===== config.mk =====
export PLATFORM = sky130hd
export DESIGN_NAME = adder_result_buffer_flat
export DESIGN_NICKNAME = d
export VERILOG_FILES = /design/src/rtl/adder_pkg.sv /design/src/rtl/adder_result_buffer_if.sv /design/src/rtl/adder_result_buffer_rb_fifo.sv /design/src/rtl/adder_result_buffer.sv /design/src/flat_wrapper.sv
export SDC_FILE = /design/constraint.sdc
export NUM_CORES = 1
export LEC_CHECK = 0
export ABC_CLOCK_PERIOD_IN_PS = 3800
export BUFFER_PORTS_ARGS = -buffer_cell sky130_fd_sc_hd__buf_2
export CORE_ASPECT_RATIO = 2
export CORE_MARGIN = 2
export CORE_UTILIZATION = 52
export DETAILED_ROUTE_END_ITERATION = 7
export PLACE_DENSITY = 0.8
export SETUP_SLACK_MARGIN = 0.5
export SLEW_MARGIN = 20
export SYNTH_ARGS = -nofsm -noshare
export SYNTH_HDL_FRONTEND = slang
export SYNTH_SLANG_ARGS = --single-unit
export TNS_END_PERCENT = 1

===== constraint.sdc =====
create_clock -name clk -period 3.8 [get_ports clk]
set_input_delay 0.38 -clock clk [delete_from_list [all_inputs] [get_ports clk]]
set_output_delay 0.38 -clock clk [all_outputs]
set_load 0.005 [all_outputs]

===== src/rtl/adder_pkg.sv =====
// Shared constants and helpers for the pipelined adder and its result buffer.
package adder_pkg;

  localparam int ADDER_WIDTH   = 32;
  localparam int ADDER_LATENCY = 3;

  // Ceiling log2 for elaboration-time sizing; clog2(1) is 0.
  function automatic int clog2(input int value);
    int result;
    result = 0;
    for (int v = value - 1; v > 0; v = v >> 1) begin
      result = result + 1;
    end
    return result;
  endfunction

endpackage : adder_pkg


===== src/rtl/adder_result_buffer_if.sv =====
// Issue-credit, core-result and consumer handshake signals of the adder result buffer.
// slave is the buffer's view; master is the view of the issuer, core and consumer.
interface adder_result_buffer_if #(
  parameter int WIDTH = 32
);

  logic             issue_ready;
  logic             issue_fire;
  logic             res_valid;
  logic [WIDTH-1:0] res_sum;
  logic             m_valid;
  logic             m_ready;
  logic [WIDTH-1:0] m_sum;

  modport slave (
    output issue_ready,
    input  issue_fire,
    input  res_valid,
    input  res_sum,
    output m_valid,
    input  m_ready,
    output m_sum
  );

  modport master (
    input  issue_ready,
    output issue_fire,
    output res_valid,
    output res_sum,
    input  m_valid,
    output m_ready,
    input  m_sum
  );

endinterface : adder_result_buffer_if


===== src/rtl/adder_result_buffer_rb_fifo.sv =====
// Single-clock first-word-fall-through FIFO with explicit occupancy tracking.
// A push into a full FIFO is accepted only if a pop happens in the same cycle.
module rb_fifo
  import adder_pkg::*;
#(
  parameter  int WIDTH = ADDER_WIDTH,
  parameter  int DEPTH = 8,
  localparam int AW    = clog2(DEPTH),
  localparam int OW    = AW + 1
) (
  input  logic             clk,
  input  logic             rst,
  input  logic             push_i,
  input  logic [WIDTH-1:0] push_data_i,
  input  logic             pop_i,
  output logic [WIDTH-1:0] head_o,
  output logic             empty_o,
  output logic             push_drop_o,
  output logic [OW-1:0]    occupancy_o
);

  localparam logic [OW-1:0] DEPTH_C = OW'(DEPTH);

  logic [WIDTH-1:0] mem_q [DEPTH];
  logic [AW-1:0]    wr_ptr_q, wr_ptr_d;
  logic [AW-1:0]    rd_ptr_q, rd_ptr_d;
  logic [OW-1:0]    occ_q, occ_d;
  logic             full;
  logic             pop_acc;
  logic             push_acc;

  assign full        = (occ_q == DEPTH_C);
  assign empty_o     = (occ_q == '0);
  assign pop_acc     = pop_i && !empty_o;
  assign push_acc    = push_i && (!full || pop_acc);
  assign push_drop_o = push_i && !push_acc;
  assign head_o      = mem_q[rd_ptr_q];
  assign occupancy_o = occ_q;

  always_comb begin
    wr_ptr_d = wr_ptr_q;
    rd_ptr_d = rd_ptr_q;
    occ_d    = occ_q;
    if (push_acc) begin
      wr_ptr_d = wr_ptr_q + AW'(1);
    end
    if (pop_acc) begin
      rd_ptr_d = rd_ptr_q + AW'(1);
    end
    case ({push_acc, pop_acc})
      2'b10:   occ_d = occ_q + OW'(1);
      2'b01:   occ_d = occ_q - OW'(1);
      default: occ_d = occ_q;
    endcase
  end

  always_ff @(posedge clk or posedge rst) begin
    if (rst) begin
      wr_ptr_q <= '0;
      rd_ptr_q <= '0;
      occ_q    <= '0;
    end else begin
      wr_ptr_q <= wr_ptr_d;
      rd_ptr_q <= rd_ptr_d;
      occ_q    <= occ_d;
    end
  end

  // Storage is not reset; only slots below occupancy are ever presented.
  always_ff @(posedge clk) begin
    if (push_acc) begin
      mem_q[wr_ptr_q] <= push_data_i;
    end
  end

endmodule : rb_fifo


===== src/rtl/adder_result_buffer.sv =====
// Result buffer behind the pipelined adder: FWFT storage, issue credits, sticky errors.
// Define ADDER_RB_PERF_EN to build the delivered-result and stall counters.
module adder_result_buffer
  import adder_pkg::*;
#(
  parameter  int WIDTH   = ADDER_WIDTH,
  parameter  int DEPTH   = 8,
  parameter  int LATENCY = ADDER_LATENCY,
  localparam int OW      = clog2(DEPTH) + 1
) (
  input  logic                  clk,
  input  logic                  rst,
  adder_result_buffer_if.slave  bus,
  output logic [OW-1:0]         occupancy_o,
  output logic                  err_overflow_o,
  output logic                  err_credit_o,
  output logic [31:0]           perf_results_o,
  output logic [31:0]           perf_stalls_o
);

  localparam logic [OW-1:0] DEPTH_C = OW'(DEPTH);

  if ((1 << clog2(DEPTH)) != DEPTH) begin : g_depth_pow2_check
    $error("adder_result_buffer: DEPTH must be a power of two");
  end
  if (DEPTH < LATENCY + 1) begin : g_depth_latency_check
    $error("adder_result_buffer: DEPTH below LATENCY+1 cannot sustain full issue rate");
  end

  logic [OW-1:0]    in_flight_q, in_flight_d;
  logic             err_overflow_q, err_overflow_d;
  logic             err_credit_q, err_credit_d;
  logic [OW:0]      credit_used;
  logic [OW-1:0]    occupancy;
  logic [WIDTH-1:0] head;
  logic             empty;
  logic             push_drop;
  logic             pop;

  rb_fifo #(
    .WIDTH (WIDTH),
    .DEPTH (DEPTH)
  ) u_fifo (
    .clk         (clk),
    .rst         (rst),
    .push_i      (bus.res_valid),
    .push_data_i (bus.res_sum),
    .pop_i       (bus.m_ready),
    .head_o      (head),
    .empty_o     (empty),
    .push_drop_o (push_drop),
    .occupancy_o (occupancy)
  );

  assign bus.m_valid = !empty;
  assign bus.m_sum   = head;
  assign pop         = !empty && bus.m_ready;
  assign occupancy_o = occupancy;

  // Every stored result plus every operation still inside the core holds one slot.
  assign credit_used     = {1'b0, occupancy} + {1'b0, in_flight_q};
  assign bus.issue_ready = (credit_used < {1'b0, DEPTH_C});

  always_comb begin
    in_flight_d    = in_flight_q;
    err_overflow_d = err_overflow_q;
    err_credit_d   = err_credit_q;
    if (bus.issue_fire && !bus.res_valid) begin
      if (in_flight_q != DEPTH_C) begin
        in_flight_d = in_flight_q + OW'(1);
      end
    end else if (!bus.issue_fire && bus.res_valid) begin
      // Results left over from before a reset must not underflow the count.
      if (in_flight_q != '0) begin
        in_flight_d = in_flight_q - OW'(1);
      end
    end
    if (push_drop) begin
      err_overflow_d = 1'b1;
    end
    if (bus.issue_fire && !bus.issue_ready) begin
      err_credit_d = 1'b1;
    end
  end

  always_ff @(posedge clk or posedge rst) begin
    if (rst) begin
      in_flight_q    <= '0;
      err_overflow_q <= 1'b0;
      err_credit_q   <= 1'b0;
    end else begin
      in_flight_q    <= in_flight_d;
      err_overflow_q <= err_overflow_d;
      err_credit_q   <= err_credit_d;
    end
  end

  assign err_overflow_o = err_overflow_q;
  assign err_credit_o   = err_credit_q;

`ifdef ADDER_RB_PERF_EN
  logic [31:0] perf_results_q, perf_results_d;
  logic [31:0] perf_stalls_q, perf_stalls_d;

  always_comb begin
    perf_results_d = perf_results_q;
    perf_stalls_d  = perf_stalls_q;
    if (pop) begin
      perf_results_d = perf_results_q + 32'd1;
    end
    if (!empty && !bus.m_ready) begin
      perf_stalls_d = perf_stalls_q + 32'd1;
    end
  end

  always_ff @(posedge clk or posedge rst) begin
    if (rst) begin
      perf_results_q <= '0;
      perf_stalls_q  <= '0;
    end else begin
      perf_results_q <= perf_results_d;
      perf_stalls_q  <= perf_stalls_d;
    end
  end

  assign perf_results_o = perf_results_q;
  assign perf_stalls_o  = perf_stalls_q;
`else
  logic unused_pop;
  assign unused_pop     = pop;
  assign perf_results_o = '0;
  assign perf_stalls_o  = '0;
`endif

endmodule : adder_result_buffer


===== src/flat_wrapper.sv =====
// flat-port wrapper written by rule: the top's interface ports become plain ports
module adder_result_buffer_flat import adder_pkg::*;
#(
  parameter  int WIDTH   = ADDER_WIDTH,
  parameter  int DEPTH   = 8,
  parameter  int LATENCY = ADDER_LATENCY,
  localparam int OW      = clog2(DEPTH) + 1
)
  (clk, rst, occupancy_o, err_overflow_o, err_credit_o, perf_results_o, perf_stalls_o, bus_issue_ready, bus_issue_fire, bus_res_valid, bus_res_sum, bus_m_valid, bus_m_ready, bus_m_sum);
  adder_result_buffer_if #(.WIDTH(WIDTH)) bus_i ();
  input  logic clk;
  input  logic rst;
  output logic [OW-1:0] occupancy_o;
  output logic err_overflow_o;
  output logic err_credit_o;
  output logic [31:0] perf_results_o;
  output logic [31:0] perf_stalls_o;
  output wire logic [$bits(bus_i.issue_ready)-1:0] bus_issue_ready;
  input wire logic [$bits(bus_i.issue_fire)-1:0] bus_issue_fire;
  input wire logic [$bits(bus_i.res_valid)-1:0] bus_res_valid;
  input wire logic [$bits(bus_i.res_sum)-1:0] bus_res_sum;
  output wire logic [$bits(bus_i.m_valid)-1:0] bus_m_valid;
  input wire logic [$bits(bus_i.m_ready)-1:0] bus_m_ready;
  output wire logic [$bits(bus_i.m_sum)-1:0] bus_m_sum;
  assign bus_issue_ready = bus_i.issue_ready;
  assign bus_i.issue_fire = bus_issue_fire;
  assign bus_i.res_valid = bus_res_valid;
  assign bus_i.res_sum = bus_res_sum;
  assign bus_m_valid = bus_i.m_valid;
  assign bus_i.m_ready = bus_m_ready;
  assign bus_m_sum = bus_i.m_sum;
  adder_result_buffer #(.WIDTH(WIDTH), .DEPTH(DEPTH), .LATENCY(LATENCY)) u_core (.clk(clk), .rst(rst), .bus(bus_i), .occupancy_o(occupancy_o), .err_overflow_o(err_overflow_o), .err_credit_o(err_credit_o), .perf_results_o(perf_results_o), .perf_stalls_o(perf_stalls_o));
endmodule

Word-level counts from Yosys, hierarchy flattened
Memory sizes are Yosys's and may differ from the RTL's.
Index checks and enable logic that the tools add are counted.
{"block": "word_totals", "ff_bits": 16, "latch_bits": 0, "ramBits": 256, "romBits": 0, "in_bits": 37, "output_inout_bits": 104, "word_cells": 46, "memories": 1}
{"name": "u_core.u_fifo.mem_q", "words": 8, "width": 32, "rd": 1, "rd_clocked_by_memory_dff": 0, "wr": 1, "line_no": "adder_result_buffer_rb_fifo.sv:24", "text": "logic [WIDTH-1:0] mem_q [DEPTH];"}
{"block": "classes", "addsub": 7, "mul": 0, "div_mod_pow": 0, "magnitude_cmp": 1, "eq_ne": 5, "shift": 0, "mux": 7, "bitwise": 0, "reduce_logical": 19}
{"operator": "2-to-1 mux 4 bit", "n": 4}
{"operator": "adder 4 x 1 -> 4 bit (second input constant)", "n": 2}
{"operator": "one-hot mux 4 bit (2 select lines)", "n": 1}
{"operator": "subtractor 4 x 1 -> 4 bit (second input constant)", "n": 2}
{"operator": "adder 3 x 1 -> 3 bit (second input constant)", "n": 2}
{"operator": "logical AND 1 bit", "n": 6}
{"operator": "logical NOT 1 bit", "n": 6}
{"operator": "nonzero test 2 bit", "n": 3}
{"operator": "adder 4 x 4 -> 5 bit", "n": 1}
{"operator": "< comparator 5 x 4 -> 1 bit (second input constant)", "n": 1}
{"operator": "equality test 4 bit (second input constant)", "n": 1}
{"operator": "logical NOT 4 bit", "n": 1}
{"operator": "!= test 4 bit (second input constant)", "n": 1}
{"operator": "nonzero test 4 bit", "n": 1}
{"operator": "AND reduction 3 bit", "n": 1}
{"operator": "equality test 2 x 1 -> 1 bit (second input constant)", "n": 1}
{"operator": "equality test 2 bit (second input constant)", "n": 1}
{"operator": "2-to-1 mux 1 bit", "n": 2}
{"operator": "!= test 2 bit (second input constant)", "n": 1}
{"operator": "logical OR 1 bit", "n": 1}

Depth between registers and ports, before layout
Gate-level depths: netlist (run 1).
{"block": "logic_depth", "ltp_word": 7, "ltp_mapped": 9}

By module
A second synthesis (run 1) with hierarchy kept.
{"block": "hier_totals", "cells_unflattened": 548, "hier_area_um2": 11310.8}
{"mod": "rb_fifo", "n_inst": 1, "cells_each": 443, "area_each_um2": 10410.0}
{"mod": "adder_result_buffer", "n_inst": 1, "cells_each": 105, "area_each_um2": 900.9}

Worst setup path after synthesis (run 1)
OpenSTA, ideal clock, no wires.
{"block": "synth_timing", "kind": "input to register", "start": "input bus_m_ready", "end": "memory u_core.u_fifo.mem_q[0][0], enable pin", "setup_time_ns": 0.461, "t_arrival_ns": 3.226, "slack_ns": 0.113, "cell_stages": 5, "n_path_buf": 1, "path_cell_list": "buf_2 > nor2b_1 > a21oi_1 > nand2b_1 > nor3_1"}
{"block": "synth_between", "elab_chain_cells": 5}
{"element": "start: declaration", "line_no": "flat_wrapper.sv:23", "text": "input wire logic [$bits(bus_i.m_ready)-1:0] bus_m_ready;"}
{"element": "logical AND 1 bit"}
{"element": "logical OR 1 bit", "line_no": "adder_result_buffer_rb_fifo.sv:35", "text": "assign push_acc = push_i && (!full || pop_acc);"}
{"element": "logical AND 1 bit", "line_no": "adder_result_buffer_rb_fifo.sv:35"}
{"element": "2-to-1 mux 1 bit", "line_no": "adder_result_buffer_rb_fifo.sv:71", "text": "if (push_acc) begin"}
{"element": "2-to-1 mux 1 bit (implied by the code)", "line_no": "adder_result_buffer_rb_fifo.sv:72", "text": "mem_q[wr_ptr_q] <= push_data_i;"}
{"element": "end: declaration", "line_no": "adder_result_buffer_rb_fifo.sv:24"}
No other way between the ends.

Worst setup path in the final report (run 1)
{"block": "layout_timing", "start": "register u_core.u_fifo.rd_ptr_q[1]", "end": "output bus_m_sum[8]"}
{"block": "layout_between", "elab_chain_cells": 1}
{"element": "start: declaration", "line_no": "adder_result_buffer_rb_fifo.sv:26", "text": "logic [AW-1:0] rd_ptr_q, rd_ptr_d;"}
{"element": "start signal: assignment", "line_no": "adder_result_buffer_rb_fifo.sv:64", "text": "rd_ptr_q <= rd_ptr_d;"}
{"element": "memory (8 x 32 bit)"}
{"element": "end: declaration", "line_no": "flat_wrapper.sv:24", "text": "output wire logic [$bits(bus_i.m_sum)-1:0] bus_m_sum;"}
No other way between the ends.

==> results of run 1 <==
[worst max path at each step]
| stage | end | depth (start not counted) |
|---|---|---|
| 2_1_floorplan | u_core.u_fifo.mem_q[1][0] | 5 |
| 3_3_place_gp | bus_m_sum[8] | 4 |
| 3_5_place_dp | bus_m_sum[24] | 4 |
| 4_1_cts | bus_m_sum[24] | 4 |
| 5_1_grt | bus_m_sum[29] | 4 |
| 6_report | bus_m_sum[8] | 4 |
[synthesized netlist by cell type, types with 2 or more instances]
master	instances
buf_12	3
fa_1	2
buf_2	5
nor3_1	5
a21oi_1	5
clkbuf_1	5
ha_1	10
nor2_1	6
a31o_2	2
nand3_1	4
o21ai_0	4
mux4_1	18
mux2_1	2
buf_1	4
dfrtp_1	16
mux4_2	46
edfxtp_1	256
nand2b_1	5
inv_1	7
xnor2_1	8
nand2_1	15
buf_4	64
mux2i_1	3
buf_6	2
mux2_2	32
[tightest hold or removal path, stage by stage]
cell and delay [ns]:
buf_2 0.11, inv_1 0.04, o21bai_1 0.06
[repair_timing]
action,in CTS,in global routing
buffers inserted,0,1
hold buffers,1,0
endpoints found under the setup margin,0,1
hold endpoints to repair,16,0
[through the flow]
step | instances | total power [uW] | area [um2] | util [%]
CTS | 932 | 9161 | 12570 | 58.73
finish | 934 | 9091 | 12590 | 58.84
global route | 934 | 9490 | 12590 | 58.84
floorplan | 607 | 5935 | 11470 | -
global placement | 889 | 6688 | 11800 | 55.15
detailed placement | 889 | 6811 | 11800 | 55.15
[sequential cells by signal, summed over array words and instances, names as in the netlist]
register / cells
u_core.in_flight_q: 4
u_core.u_fifo.mem_q: 256
u_core.u_fifo.rd_ptr_q: 3
u_core.u_fifo.occupancy_o: 4
u_core.err_credit_o: 1
u_core.u_fifo.wr_ptr_q: 3
u_core.err_overflow_o: 1
[routing by layer]
layer	part of all wire, %	up-vias	wire, um
li1	-	2258	-
met1	37	2721	7661
met2	56	204	11590
met3	4.9	26	1015
met4	2.3	0	478
met5	0	-	0
[area by class of cell]
cell class / instances / area [um2] / area share, %
flip-flops and latches: 272 / 8094 / 64.30
multi-input cells: 244 / 2780 / 22.09
clock buffers: 26 / 606.8 / 4.821
repair buffers: 95 / 588.1 / 4.672
well taps: 273 / 341.6 / 2.713
clock inverters: 16 / 148.9 / 1.183
inverters: 7 / 26.28 / 0.2087
diodes: 1 / 2.502 / 0.01988
[power by group through the flow]
| stage | clock network [uW] | logic [uW] | registers (uW) |
|---|---|---|---|
| after floorplan | 0 | 2010 | 3920 |
| after global placement | 0 | 2480 | 4210 |
| after detailed placement | 0 | 2560 | 4260 |
| after CTS | 2390 | 2570 | 4190 |
| after global routing | 2490 | 2810 | 4190 |
| final | 2350 | 2600 | 4140 |
[cells by family (layout without fill, tap and decap cells)]
family | after synthesis | count (layout) | share of synthesized area [%]
fa+ha+maj | 12 | 12 | 1.470
flops | 272 | 272 | 72.00
simple gates | 41 | 41 | 1.771
xor+xnor | 9 | 9 | 0.7018
buf+inv | 91 | 144 | 5.903
compound gates | 17 | 17 | 1.014
other cells | 1 | 65 | 0.03338
mux | 101 | 101 | 17.11
==> metrics.md, run 1 <==
| Metric | Value |
|---|---|
| Hold Path Class | `in -> reg` |
| M2 GR Usage | `about a third` |
| Seq/Total Area, Yosys | `between 70 and 80%` |
| Setup TNS | `0 ns` |
| CP required | `3.42 ns` |
| Syn_area_per_cell | `a little over 20 um2` |
| Ys async rst share | `just under 6%` |
| Vias per Instance | `5.577` |
| WHS Endpoint | `u_core.err_credit_o` |
| Clock Power Share | `25.8%` |
| TritonCTS buffer count | `23` |
| Comb power frac | `between 20% and 30%` |
| Yosys reg bits | `272` |
| Vias in the first global route | `5452` |
| Slowest stage delay, CP | `0.95 ns` |
| DIE AREA | `22870 um2` |
| First-pass iteration count of the detailed router | `4` |
| Source of the worst hold timing path | `bus_issue_fire` |
| Top Ports | `141` |
| Yosys warning total | `0` |
| Ranking of synthesized cells by area | `edfxtp_1, mux4_2, buf_4` |
| Root Buffer | `clkbuf_16` |
| Longest Clk Path Bufs | `3` |
| Area Growth Syn to Fin | `12.06%` |
| Final Setup Violations | `0` |
| CP Cell Sequence | `buf_4 -> mux4_2 -> mux2_2 -> buf_2` |
| R2r worst-path depth | `9` |
| FF-to-FF End | `u_core.u_fifo.occupancy_o[3]` |
| Worst Path Max Fanout | `38` |
| Clk slew on worst S/H paths | `0.07 ns` |
| Fill cells | `~1500` |
| PnR worst setup slack | `0.6356 ns` |
| Worst Skew | `0.008523 ns` |
| Max H-tree Level | `1` |
| Slew headroom | `32.66%` |
| Tmin final | `~3.2 ns` |
| Synth top area share | `between 60% and 70%` |
| Sw frac | `about 29%` |
| Worst hold path stage count | `3` |
| GR Overflow Total | `0` |
| Reg2reg setup slack | `between 1 and 1.5 ns` |
| Total wire length | `20740 um` |
| Num rows | `between 70 and 80` |
| DP Worst Slack | `1.115 ns` |
| Synth Cell Area | `11230 um2` |
| All-Layer GR Usage | `18.52%` |
| Most frequent cells in the layout | `edfxtp_1, buf_2, conb_1` |
| Largest net degree at the start of global routing | `39` |
| Initial antenna violation count | `1` |
| Synth unique cells | `40` |
| Fmax | `316.0 MHz` |
| Commonest non-fill, non-tap cell in the layout | `edfxtp_1` |
| Starting Density | `52.50%` |
| Crit path buf inv count | `2` |
| GR peak layer | `met2` |
| Critical Path AT | `2.78 ns` |
| Final ANT Viol Nets | `0` |
| Number of synthesized flops with an enable pin | `256` |
| RSZ-0062 raised after global routing | `false` |
| Ys flop type | `edfxtp_1` |
| Routed WL per cell | `approximately 22 um` |
| Synthesized instance count | `544` |
| Crit Path Category | `reg -> out` |
| Die width | `between 100 and 150 um` |
| Power Dens Cells | `722.2 nW/um2` |
| Worst setup EP type | `primary output` |
| 1st-iter DRT viols | `between 200 and 300` |
| Post-DP HPWL | `around 13000 um` |
| Critical path startpoint category | `register` |
| First-pass GRT wire length | `31130 um` |
| Port bufs | `between 70 and 80` |
| Critical Path Slowest Stage Cell | `dfrtp_2` |
| Hold WS | `0.1168 ns` |
| Launch point of the critical path | `u_core.u_fifo.rd_ptr_q[1]` |
| Via Count | `5209` |
| Synth area leader | `edfxtp_1` |
| Leakage | `roughly 0.0044 uW` |
| Met3 Use GR | `~2.5%` |
| Cell Int Power | `between 6000 and 7000 uW` |
| Tcrit/Tclk final | `83.27%` |
| DRC | `0` |
| Core box area | `roughly 21000 um2` |
| Clk sinks | `272` |
| Slew @ Worst Pin | `1.010 ns` |
| Nets | `692` |
| Psw | `between 2000 and 3000 uW` |
| Share of layout cells above drive strength 1 | `roughly a third` |
| Max-slew violations | `0` |
| Post-cts resize count | `0` |
| Max-Cap Viols | `0` |
| Routability congestion estimate | `0.8196` |
| CTS tree | `yes` |
| Cell family with most CP delay | `flip-flops` |
| Maximum vdd drop | `approximately 0.00054 V` |
| R2r startpoint | `u_core.u_fifo.occupancy_o[0]` |
| DIE HEIGHT | `~210 um` |
| Reg power frac | `45.6%` |
| Latest clock arrival within the worst-skew pair | `0.52 ns` |
| Status | `finished clean` |
| Hold Fails Final Rpt | `0` |
| M1 GR Usage | `21.57%` |
Note: power is estimated with default switching activity, not from simulation.
==> inputs of run 2 (changes only) <==
Settings changed: ABC_CLOCK_PERIOD_IN_PS 3800 to 2900.
Clock period 3.8 ns to 2.9 ns, I/O delays scaled along.
==> run 2 against run 1 <==
Against the previous run: largest cell class unchanged; critical endpoint is now bus_m_sum[30]; power increased by 35%; non-clock buffer count increased by 8; global-route usage increased by 0.21 points.
==> metrics.md, run 2 (synthesis results as in run 1) <==
| Metric | Value |
|---|---|
| DP Worst Slack | `0.3188 ns (-0.7965 ns)` |
| Via Count | `5170 (-0.75%)` |
| WHS Endpoint | `u_core.err_credit_o` |
| Post-DP HPWL | `12240 um (-3.9%)` |
| Vias per Instance | `5.500 (-1.4%)` |
| CTS tree | `yes` |
| Starting Density | `52.50% (unchanged)` |
| Psw | `3571 uW (+36%)` |
| Most frequent cells in the layout | `edfxtp_1, buf_2, conb_1` |
| Sw frac | `29.13% (+0.23 points)` |
| Reg power frac | `42.6% (-3.0 points)` |
| Worst Path Max Fanout | `9 (-76%)` |
| DIE HEIGHT | `211.9 um (unchanged)` |
| Power Dens Cells | `958.4 nW/um2 (+33%)` |
| Fill cells | `1492 (+0.13%)` |
| 1st-iter DRT viols | `290 (+1.0%)` |
| Tcrit/Tclk final | `just under 90%` |
| Nets | `699 (+1.0%)` |
| Port bufs | `76 (unchanged)` |
| All-Layer GR Usage | `18.73% (+0.21 points)` |
| Largest register FFs | `256 (unchanged)` |
| GR Overflow Total | `0 (unchanged)` |
| Top reg by flops | `u_core.u_fifo.mem_q` |
| Initial antenna violation count | `2 (+1)` |
| R2r worst-path depth | `9 (unchanged)` |
| Routed WL per cell | `22.68 um (+2.1%)` |
| Source of the worst hold timing path | `bus_issue_fire` |
| Clk sinks | `272 (unchanged)` |
| Longest Clk Path Bufs | `3 (unchanged)` |
| Reg2reg setup slack | `0.44 ns (-0.75 ns)` |
| Share of layout cells above drive strength 1 | `36.49% (+2.1 points)` |
| Max-Cap Viols | `0 (unchanged)` |
| Tmin final | `2.531 ns` |
| First-pass iteration count of the detailed router | `4 (unchanged)` |
| Setup TNS | `0 ns (unchanged)` |
| Final ANT Viol Nets | `0 (unchanged)` |
| Crit Path Category | `reg -> out` |
| Root Buffer | `clkbuf_16` |
| TritonCTS buffer count | `22 (-4.3%)` |
| Num rows | `76 (unchanged)` |
| Routability congestion estimate | `0.7753 (-5.4%)` |
| FF-to-FF End | `u_core.u_fifo.occupancy_o[3]` |
| DIE AREA | `22870 um2 (unchanged)` |
| R2r startpoint | `u_core.u_fifo.occupancy_o[1]` |
| Final Setup Violations | `0 (unchanged)` |
| DRC | `0 (unchanged)` |
| Clock Power Share | `23.7% (-2.1 points)` |
| Latest clock arrival within the worst-skew pair | `0.51 ns (about the same)` |
| Slew headroom | `55.98% (+23 points)` |
| Hold WS | `0.02717 ns (-0.08958 ns)` |
| Total wire length | `21320 um (+2.8%)` |
| Vias in the first global route | `5562 (+2.0%)` |
| Largest net degree at the start of global routing | `39 (unchanged)` |
| Hold Fails Final Rpt | `0 (unchanged)` |
| Slew @ Worst Pin | `0.6595 ns (-0.3506 ns)` |
| Comb power frac | `33.7% (+5.1 points)` |
| Clk slew on worst S/H paths | `0.07 ns (about the same)` |
| Critical path startpoint category | `register` |
| RSZ-0062 raised after global routing | `true` |
| PnR Total Power | `12260 uW (+35%)` |
| CP required | `2.61 ns (-0.81 ns)` |
| Max H-tree Level | `1 (unchanged)` |
| Max-slew violations | `0 (unchanged)` |
| Core box area | `21400 um2 (unchanged)` |
| PnR worst setup slack | `0.3692 ns (-0.2664 ns)` |
| Worst setup EP type | `primary output` |
| Cell Int Power | `8687 uW (+34%)` |
| Maximum vdd drop | `0.0007084 V (+32%)` |
| Worst Skew | `0.007241 ns (-0.001282 ns)` |
| Hold Path Class | `in -> reg` |
| Leakage | `0.004459 uW (+0.71%)` |
| Top Ports | `141 (unchanged)` |
| First-pass GRT wire length | `31480 um (+1.2%)` |
| Commonest non-fill, non-tap cell in the layout | `edfxtp_1` |
| Die width | `107.9 um (unchanged)` |
| Fmax | `395.1 MHz` |
| Status | `finished clean` |
| Critical Path AT | `2.24 ns (-0.54 ns)` |
| Worst hold path stage count | `3 (unchanged)` |
| Area Growth Syn to Fin | `13.86%` |
==> run 2: cell count changes in the layout (fill, tap and decap cells not counted), sizes merged <==
cell,before,now
buf,94,100
clkinvlp,1,6
inv,11,8
bufinv,2,1
clkinv,9,8
==> run 2: cell type report <==
cell class	count	area (um2)	area share, %
clock buffers	24	579.3	4.529
inverters	7	26.28	0.2054
clock inverters	16	127.6	0.9978
diodes	1	2.502	0.01957
flip-flops and latches	272	8098	63.31
repair buffers	103	845.8	6.613
well taps	273	341.6	2.671
multi-input cells	244	2769	21.65
==> run 2: worst max-delay path by stage <==
stage                                       startpoint                      endpoint  slack [ns]
after floorplan           u_core.u_fifo.occupancy_o[3]     u_core.u_fifo.mem_q[6][0]        0.07
after global placement    u_core.u_fifo.occupancy_o[0]  u_core.u_fifo.occupancy_o[3]        0.45
after detailed placement  u_core.u_fifo.occupancy_o[0]  u_core.u_fifo.occupancy_o[3]        0.32
after CTS                    u_core.u_fifo.rd_ptr_q[0]                 bus_m_sum[30]        0.33
after global routing         u_core.u_fifo.rd_ptr_q[0]                 bus_m_sum[30]        0.32
final                        u_core.u_fifo.rd_ptr_q[0]                 bus_m_sum[30]        0.37
==> run 2: through the flow <==
| stage | utilization, % | instance area [um2] | std cells |
|---|---|---|---|
| after global routing | 59.78 | 12790 | 940 |
| after detailed placement | 55.43 | 11860 | 886 |
| after CTS | 59.57 | 12740 | 935 |
| final | 59.78 | 12790 | 940 |
| after global placement | 55.43 | 11860 | 886 |
| after floorplan | - | 11480 | 607 |
==> run 2: layer usage <==
metal / GRT usage (%) / share of wire, % / up-vias
met3: 2.925 / 5.2 / 29
li1: - / - / 2265
met2: 34.81 / 57 / 194
met4: 7.118 / 2.1 / 2
met5: 0 / 0.061 / -
met1: 21.29 / 36 / 2680
==> run 2: worst max-delay path: stages, from the launching register on <==
cell     delay, ns
dfrtp_4       0.43
buf_12        0.18
buf_16        0.16
mux4_2        0.51
mux2_2        0.30
buf_2         0.14
==> run 2: power groups by stage <==
| stage | combinational [uW] | clock [uW] | sequential [uW] |
|---|---|---|---|
| floorplan | 2640 | 0 | 5140 |
| global placement | 3460 | 0 | 5380 |
| detailed placement | 3570 | 0 | 5430 |
| CTS | 4010 | 2950 | 5250 |
| global route | 4460 | 3090 | 5260 |
| finish | 4130 | 2900 | 5220 |
==> run 2: timing repair <==
action	in CTS	in global routing
setup endpoints to repair	34	55
buffers inserted	6	2
resized for setup	7	12
gates cloned	2	2
hold buffers	1	0
hold endpoints to repair	16	0
